### src/rtl/mnist_pkg.sv
// Shared definitions for the MNIST argmax classifier stage.
//   state_e            : FSM encoding (IDLE / SCAN / DONE)
//   MNIST_NUM_CLASSES  : default number of class scores
//   MNIST_DATA_W       : default signed score width
//   MNIST_IDX_W        : default class index width
package mnist_pkg;

  localparam int MNIST_NUM_CLASSES = 10;
  localparam int MNIST_DATA_W      = 32;
  localparam int MNIST_IDX_W       = 4;

  typedef enum logic [1:0] {
    ST_IDLE = 2'd0,
    ST_SCAN = 2'd1,
    ST_DONE = 2'd2
  } state_e;

endpackage

### src/rtl/mnist_argmax_cmp.sv
// Combinational signed compare/select for one argmax step.
//   cand, cand_idx   : candidate score and its class index
//   best, best_idx   : running best score and its class index
//   new_best/new_idx : updated running best
//   take             : candidate strictly greater than best (ties keep best)
module mnist_argmax_cmp
  import mnist_pkg::*;
#(
  parameter int DATA_W = MNIST_DATA_W,
  parameter int IDX_W  = MNIST_IDX_W
) (
  input  logic signed [DATA_W-1:0] cand,
  input  logic        [IDX_W-1:0]  cand_idx,
  input  logic signed [DATA_W-1:0] best,
  input  logic        [IDX_W-1:0]  best_idx,
  output logic signed [DATA_W-1:0] new_best,
  output logic        [IDX_W-1:0]  new_idx,
  output logic                     take
);

  assign take     = (cand > best);
  assign new_best = take ? cand : best;
  assign new_idx  = take ? cand_idx : best_idx;

endmodule

### src/rtl/mnist_argmax.sv
// MNIST classifier output stage: snapshots NUM_CLASSES signed scores on start,
// scans them one per cycle for the maximum (lowest index wins ties) and
// presents the winning digit and score with a valid/ready handshake.
//   clk, reset (sync, active-high)
//   start, scores_in         : snapshot request and flat score bus
//   busy, out_valid          : scanning/holding result, result valid
//   out_ready                : consumer accept
//   digit, max_score, margin : result (margin = best - second best)
// Optional feature: define MNIST_ARGMAX_MARGIN_EN to track the second-best
// score and report margin; otherwise margin is tied to 0.
module mnist_argmax
  import mnist_pkg::*;
#(
  parameter int NUM_CLASSES = MNIST_NUM_CLASSES,
  parameter int DATA_W      = MNIST_DATA_W,
  parameter int IDX_W       = MNIST_IDX_W
) (
  input  logic                            clk,
  input  logic                            reset,
  input  logic                            start,
  input  logic [NUM_CLASSES*DATA_W-1:0]   scores_in,
  output logic                            busy,
  output logic                            out_valid,
  input  logic                            out_ready,
  output logic [IDX_W-1:0]                digit,
  output logic signed [DATA_W-1:0]        max_score,
  output logic signed [DATA_W:0]          margin
);

  localparam logic [IDX_W-1:0] LAST_IDX = IDX_W'(NUM_CLASSES - 1);

  state_e                   state_q, state_d;
  logic signed [DATA_W-1:0] snap_q [NUM_CLASSES];
  logic                     snap_we;
  logic [IDX_W-1:0]         ptr_q, ptr_d;
  logic signed [DATA_W-1:0] best_q, best_d;
  logic [IDX_W-1:0]         best_idx_q, best_idx_d;
  logic [IDX_W-1:0]         digit_q, digit_d;
  logic signed [DATA_W-1:0] max_q, max_d;

  logic signed [DATA_W-1:0] cand;
  logic signed [DATA_W-1:0] cmp_best;
  logic [IDX_W-1:0]         cmp_idx;
  logic                     cmp_take;

`ifdef MNIST_ARGMAX_MARGIN_EN
  // Second-best starts at the most negative value so any real score can fill it.
  localparam logic signed [DATA_W-1:0] SCORE_MIN = {1'b1, {(DATA_W-1){1'b0}}};
  logic signed [DATA_W-1:0] second_q, second_d;
  logic signed [DATA_W:0]   margin_q, margin_d;
`endif

  assign cand = snap_q[ptr_q];

  mnist_argmax_cmp #(
    .DATA_W (DATA_W),
    .IDX_W  (IDX_W)
  ) u_cmp (
    .cand     (cand),
    .cand_idx (ptr_q),
    .best     (best_q),
    .best_idx (best_idx_q),
    .new_best (cmp_best),
    .new_idx  (cmp_idx),
    .take     (cmp_take)
  );

  always_comb begin
    state_d    = state_q;
    ptr_d      = ptr_q;
    best_d     = best_q;
    best_idx_d = best_idx_q;
    digit_d    = digit_q;
    max_d      = max_q;
    snap_we    = 1'b0;
`ifdef MNIST_ARGMAX_MARGIN_EN
    second_d   = second_q;
    margin_d   = margin_q;
`endif
    case (state_q)
      ST_IDLE: begin
        if (start) begin
          snap_we    = 1'b1;
          best_d     = scores_in[DATA_W-1:0];
          best_idx_d = '0;
          ptr_d      = IDX_W'(1);
`ifdef MNIST_ARGMAX_MARGIN_EN
          second_d   = SCORE_MIN;
`endif
          state_d    = ST_SCAN;
        end
      end
      ST_SCAN: begin
        best_d     = cmp_best;
        best_idx_d = cmp_idx;
`ifdef MNIST_ARGMAX_MARGIN_EN
        // A new leader demotes the old best; otherwise the candidate may still
        // beat the current runner-up.
        if (cmp_take)
          second_d = best_q;
        else if (cand > second_q)
          second_d = cand;
`endif
        if (ptr_q == LAST_IDX) begin
          state_d = ST_DONE;
          digit_d = cmp_idx;
          max_d   = cmp_best;
`ifdef MNIST_ARGMAX_MARGIN_EN
          // One extra bit keeps best - second from overflowing.
          margin_d = {cmp_best[DATA_W-1], cmp_best} - {second_d[DATA_W-1], second_d};
`endif
        end else begin
          ptr_d = ptr_q + IDX_W'(1);
        end
      end
      ST_DONE: begin
        if (out_ready)
          state_d = ST_IDLE;
      end
      default: state_d = ST_IDLE;
    endcase
  end

  always_ff @(posedge clk) begin
    if (reset) begin
      state_q    <= ST_IDLE;
      ptr_q      <= '0;
      best_q     <= '0;
      best_idx_q <= '0;
      digit_q    <= '0;
      max_q      <= '0;
`ifdef MNIST_ARGMAX_MARGIN_EN
      second_q   <= '0;
      margin_q   <= '0;
`endif
    end else begin
      state_q    <= state_d;
      ptr_q      <= ptr_d;
      best_q     <= best_d;
      best_idx_q <= best_idx_d;
      digit_q    <= digit_d;
      max_q      <= max_d;
`ifdef MNIST_ARGMAX_MARGIN_EN
      second_q   <= second_d;
      margin_q   <= margin_d;
`endif
    end
  end

  // Snapshot needs no reset: it is only read after being loaded by start.
  always_ff @(posedge clk) begin
    if (snap_we) begin
      for (int k = 0; k < NUM_CLASSES; k++)
        snap_q[k] <= scores_in[k*DATA_W +: DATA_W];
    end
  end

  assign busy      = (state_q != ST_IDLE);
  assign out_valid = (state_q == ST_DONE);
  assign digit     = digit_q;
  assign max_score = max_q;
`ifdef MNIST_ARGMAX_MARGIN_EN
  assign margin    = margin_q;
`else
  assign margin    = '0;
`endif

endmodule

### config.mk
export PLATFORM = sky130hd
export DESIGN_NAME = mnist_argmax
export DESIGN_NICKNAME = d
export VERILOG_FILES = /design/src/rtl/mnist_pkg.sv /design/src/rtl/mnist_argmax_cmp.sv /design/src/rtl/mnist_argmax.sv
export SDC_FILE = /design/constraint.sdc
export NUM_CORES = 1
export LEC_CHECK = 0
export CORE_AREA = 2 2 235 214
export DETAILED_ROUTE_END_ITERATION = 8
export DIE_AREA = 0 0 237 216
export DONT_BUFFER_PORTS = 1
export GPL_TIMING_DRIVEN = 0
export SYNTH_ARGS = -nofsm -noshare
export SYNTH_HDL_FRONTEND = slang
export SYNTH_SLANG_ARGS = --single-unit
### constraint.sdc
create_clock -name clk -period 22.2 [get_ports clk]
set_clock_uncertainty 0.15 [all_clocks]
set_input_delay 3.33 -clock clk [delete_from_list [all_inputs] [get_ports clk]]
set_output_delay 3.33 -clock clk [all_outputs]
set_load 0.03 [all_outputs]
==> metrics.md <==
| Metric | Value |
|---|---|
| Clk pin slew, worst setup/hold paths | `0.06 ns` |
| Top cells by count, synth | `edfxtp_1, dfxtp_1, mux4_2, nor2_1, nand3_1` |
| Crit path capture type | `flop` |
| Register area share after synthesis | `66.8%` |
| Register share of total power | `a little under half` |
| Skew-Pair Late Insertion Delay | `0.58 ns` |
| #FFs+latches synth | `around 400` |
| Syn. warnings | `0` |
| Setup TNS | `0 ns` |
| Buffers on Ports | `0` |
| Worst path top cell family by delay | `buffers and inverters` |
| WP data required | `22.30 ns` |
| Non-Filler Instances | `1879` |
| P_leak | `~6.4 nW` |
| Max VDD drop | `0.0000710 V` |
| Die area | `51200 µm²` |
| Drt via density | `5.41` |
| Mean Syn Cell Area | `14.9 µm²` |
| Worst Setup Start Kind | `input pin` |
| Cell-by-cell trace of the critical path | `nand2_1 > clkinv_1 > clkbuf_1 > buf_2 > buf_12 > buf_12 > buf_12 > buf_12` |
| RSZ-0062 raised after global routing | `false` |
| Period minus WS final | `just under 6 ns` |
| Wire per inst | `~27 µm` |
| Async SR Flop Fraction | `0%` |
| Sink Count | `402` |
| CP most frequent cell | `buf_12` |
| Initial antenna violation count | `3` |
| Number of hold buffers added after cts | `0` |
| CTS buffer count | `44` |
| Placed instance count | `1800` |
| Switching Fraction | `between 20 and 30%` |
| Most numerous cell in the Yosys netlist | `edfxtp_1` |
| Via Count | `between 10000 and 15000` |
| Gate power share | `13.5%` |
| Post-Syn Area | `roughly 17000 µm²` |
| Detailed Place HPWL | `between 30 and 40 mm` |
| Post-route ant nets | `0` |
| Vias in the first global route | `around 10000` |
| Int Power | `1.41 mW` |
| Yosys cell types | `50` |
| Postcts setup bufs | `0` |
| Crit path max fanout | `46` |
| Clock Power Share | `slightly below 40%` |
| DRC viols | `0` |
| Initial Utilization | `roughly 35%` |
| Max-cap violations | `0` |
| Yosys top cell by area | `edfxtp_1` |
| Core Area | `about 49000 µm²` |
| Drt pass-1 iters | `5` |
| Placed cell areas | `17900 µm²` |
| Iteration-0 DRC Markers | `between 700 and 800` |
| Slew Limit Headroom | `between 30% and 40%` |
| H-tree Lvls | `2` |
| Number of synthesized flops with an enable pin | `between 300 and 400` |
| Setup Crit Path Kind | `in2reg` |
| F_max | `between 150 and 200 MHz` |
| Final Max Tran Viols | `0` |
| Hold Vio Cnt, Final | `0` |
| Setup violators final | `0` |
| P&R area growth vs syn | `15.3%` |
| Fraction of final layout cells sized beyond drive strength 1 | `between 10% and 20%` |
| Die span in x | `approximately 240 µm` |
| Worst-case clock buffer depth | `3` |
| Post-route cell area | `a little under 20000 µm²` |
| Die H | `216 µm` |
| Crit-path slowest cell | `buf_2` |
| Cells after Synth | `1127` |
| First-pass GRT wire length | `roughly 70 mm` |
| Tcrit/Tclk final | `a little over a quarter` |
| Fin nets | `approximately 1600` |
| Rows | `77` |
| Worst Path Buf+Inv | `7` |
| Post-synth top area share | `a little under three fifths` |
| Max incr delay on CP | `0.63 ns` |
| GRT Total Usage | `roughly a fifth` |
| Sw Pwr | `roughly 0.48 mW` |
| GPL Wtd Cong | `0.853` |
| Root buffer cell | `clkbuf_16` |
| Critical Path AT | `between 5 and 6 ns` |
| Top_reg_cell synth | `edfxtp_1` |
| Largest net degree at the start of global routing | `between 40 and 50` |
| Filler cells | `~4500` |
| Outcome | `finished, final reports clean` |
| Hold WC Path Type | `reg2reg` |
| Largest cells by area after synthesis | `edfxtp_1, dfxtp_1, mux4_2` |
| CTS resizes | `0` |
| Top Ports | `approximately 400` |
| Grt total ovfl | `0` |
| Pwr/cell area | `97.3 nW/µm²` |
| Routed wire length | `~50 mm` |
| CTS tree | `done` |
| Worst Tran Pin Value | `between 1 and 1.5 ns` |
[cell type report]
cell class                      count  area, µm²  area share [%]
Inverter                           36        135           0.696
Antenna cell                        1       2.50          0.0129
Buffer                            109        594            3.06
Clock inverter                     29        349            1.80
Tap cell                          632        791            4.07
Multi-Input combinational cell    612       4990            25.7
Sequential cell                   402      11300            57.9
Timing Repair Buffer                9        188           0.967
Clock buffer                       49       1120            5.77
[metal layers]
layer / track usage, % / up-vias / wire (µm)
met5: 0 / - / 27
met4: 5.80 / 4 / 1220
met3: 6.86 / 75 / 5000
met2: 30.5 / 513 / 23400
met1: 24.3 / 5034 / 20200
li1: - / 4542 / -
[final timing paths]
path / slack [ns] / to / cells after the start / startpoint
worst max-delay path: 16.35 / snap_q[7][22] / 8 / start
worst min-delay path: 0.33 / best_idx_q[2] / 2 / best_idx_q[2]
worst max register to register: 16.77 / best_q[13] / 13 / flop
worst min register to register: 0.33 / best_idx_q[2] / 2 / best_idx_q[2]
[sequential cells by signal, summed over array words and instances (netlist names), named ones only]
signal	flops
snap_q	320
best_q	32
max_score	32
best_idx_q	4
digit	4
ptr_q	4
state_q	2
[layout by cell type (no fill, tap or decap), types with 16 or more instances in the layout]
master / count
a311oi_1: 45
clkbuf_16: 44
buf_4: 44
clkbuf_1: 50
nand2_1: 27
dfxtp_1: 82
conb_1: 33
buf_2: 16
a211oi_1: 46
inv_1: 35
ha_1: 34
mux2i_1: 32
nor2_1: 64
o21ai_0: 18
nor2b_1: 36
nand3_1: 53
a21oi_1: 52
mux4_2: 64
o21ai_1: 40
edfxtp_1: 320
[power groups by stage]
stage	registers (mW)	clock network, mW	logic, mW
final	0.883	0.750	0.256
after global placement	0.920	0	0.245
after floorplan	0.908	0	0.181
after CTS	0.883	0.771	0.256
after global routing	0.887	0.794	0.278
after detailed placement	0.898	0	0.255
[logic make-up after synthesis]
logic type / after synthesis / share of synthesized area [%]
buffers and inverters: 145 / 4.32
adders and majority gates: 34 / 2.53
DFF: 402 / 66.8
AOI/OAI and AO/OA: 235 / 9.43
muxes: 97 / 10.5
xor gates and xnor gates: 2 / 0.104
other: 1 / 0.0223
and+or+nand+nor: 211 / 6.28
[worst min-delay path, stage by stage, from the launching register on]
cell and delay (ns):
dfxtp_1 0.31, nand4_1 0.07, a21oi_1 0.06
[metrics by stage]
step                      hold slack (ns)  util [%]  setup WS (ns)  power [mW]
after floorplan                     0.297         -           8.60        1.09
after global placement              0.306      36.5           3.68        1.17
after detailed placement            0.320      36.9          15.78        1.15
after CTS                           0.328      39.9          16.39        1.91
after global routing                0.351      39.9          16.21        1.96
final                               0.333      39.9          16.35        1.89
Power figures use the tool's default switching activity.
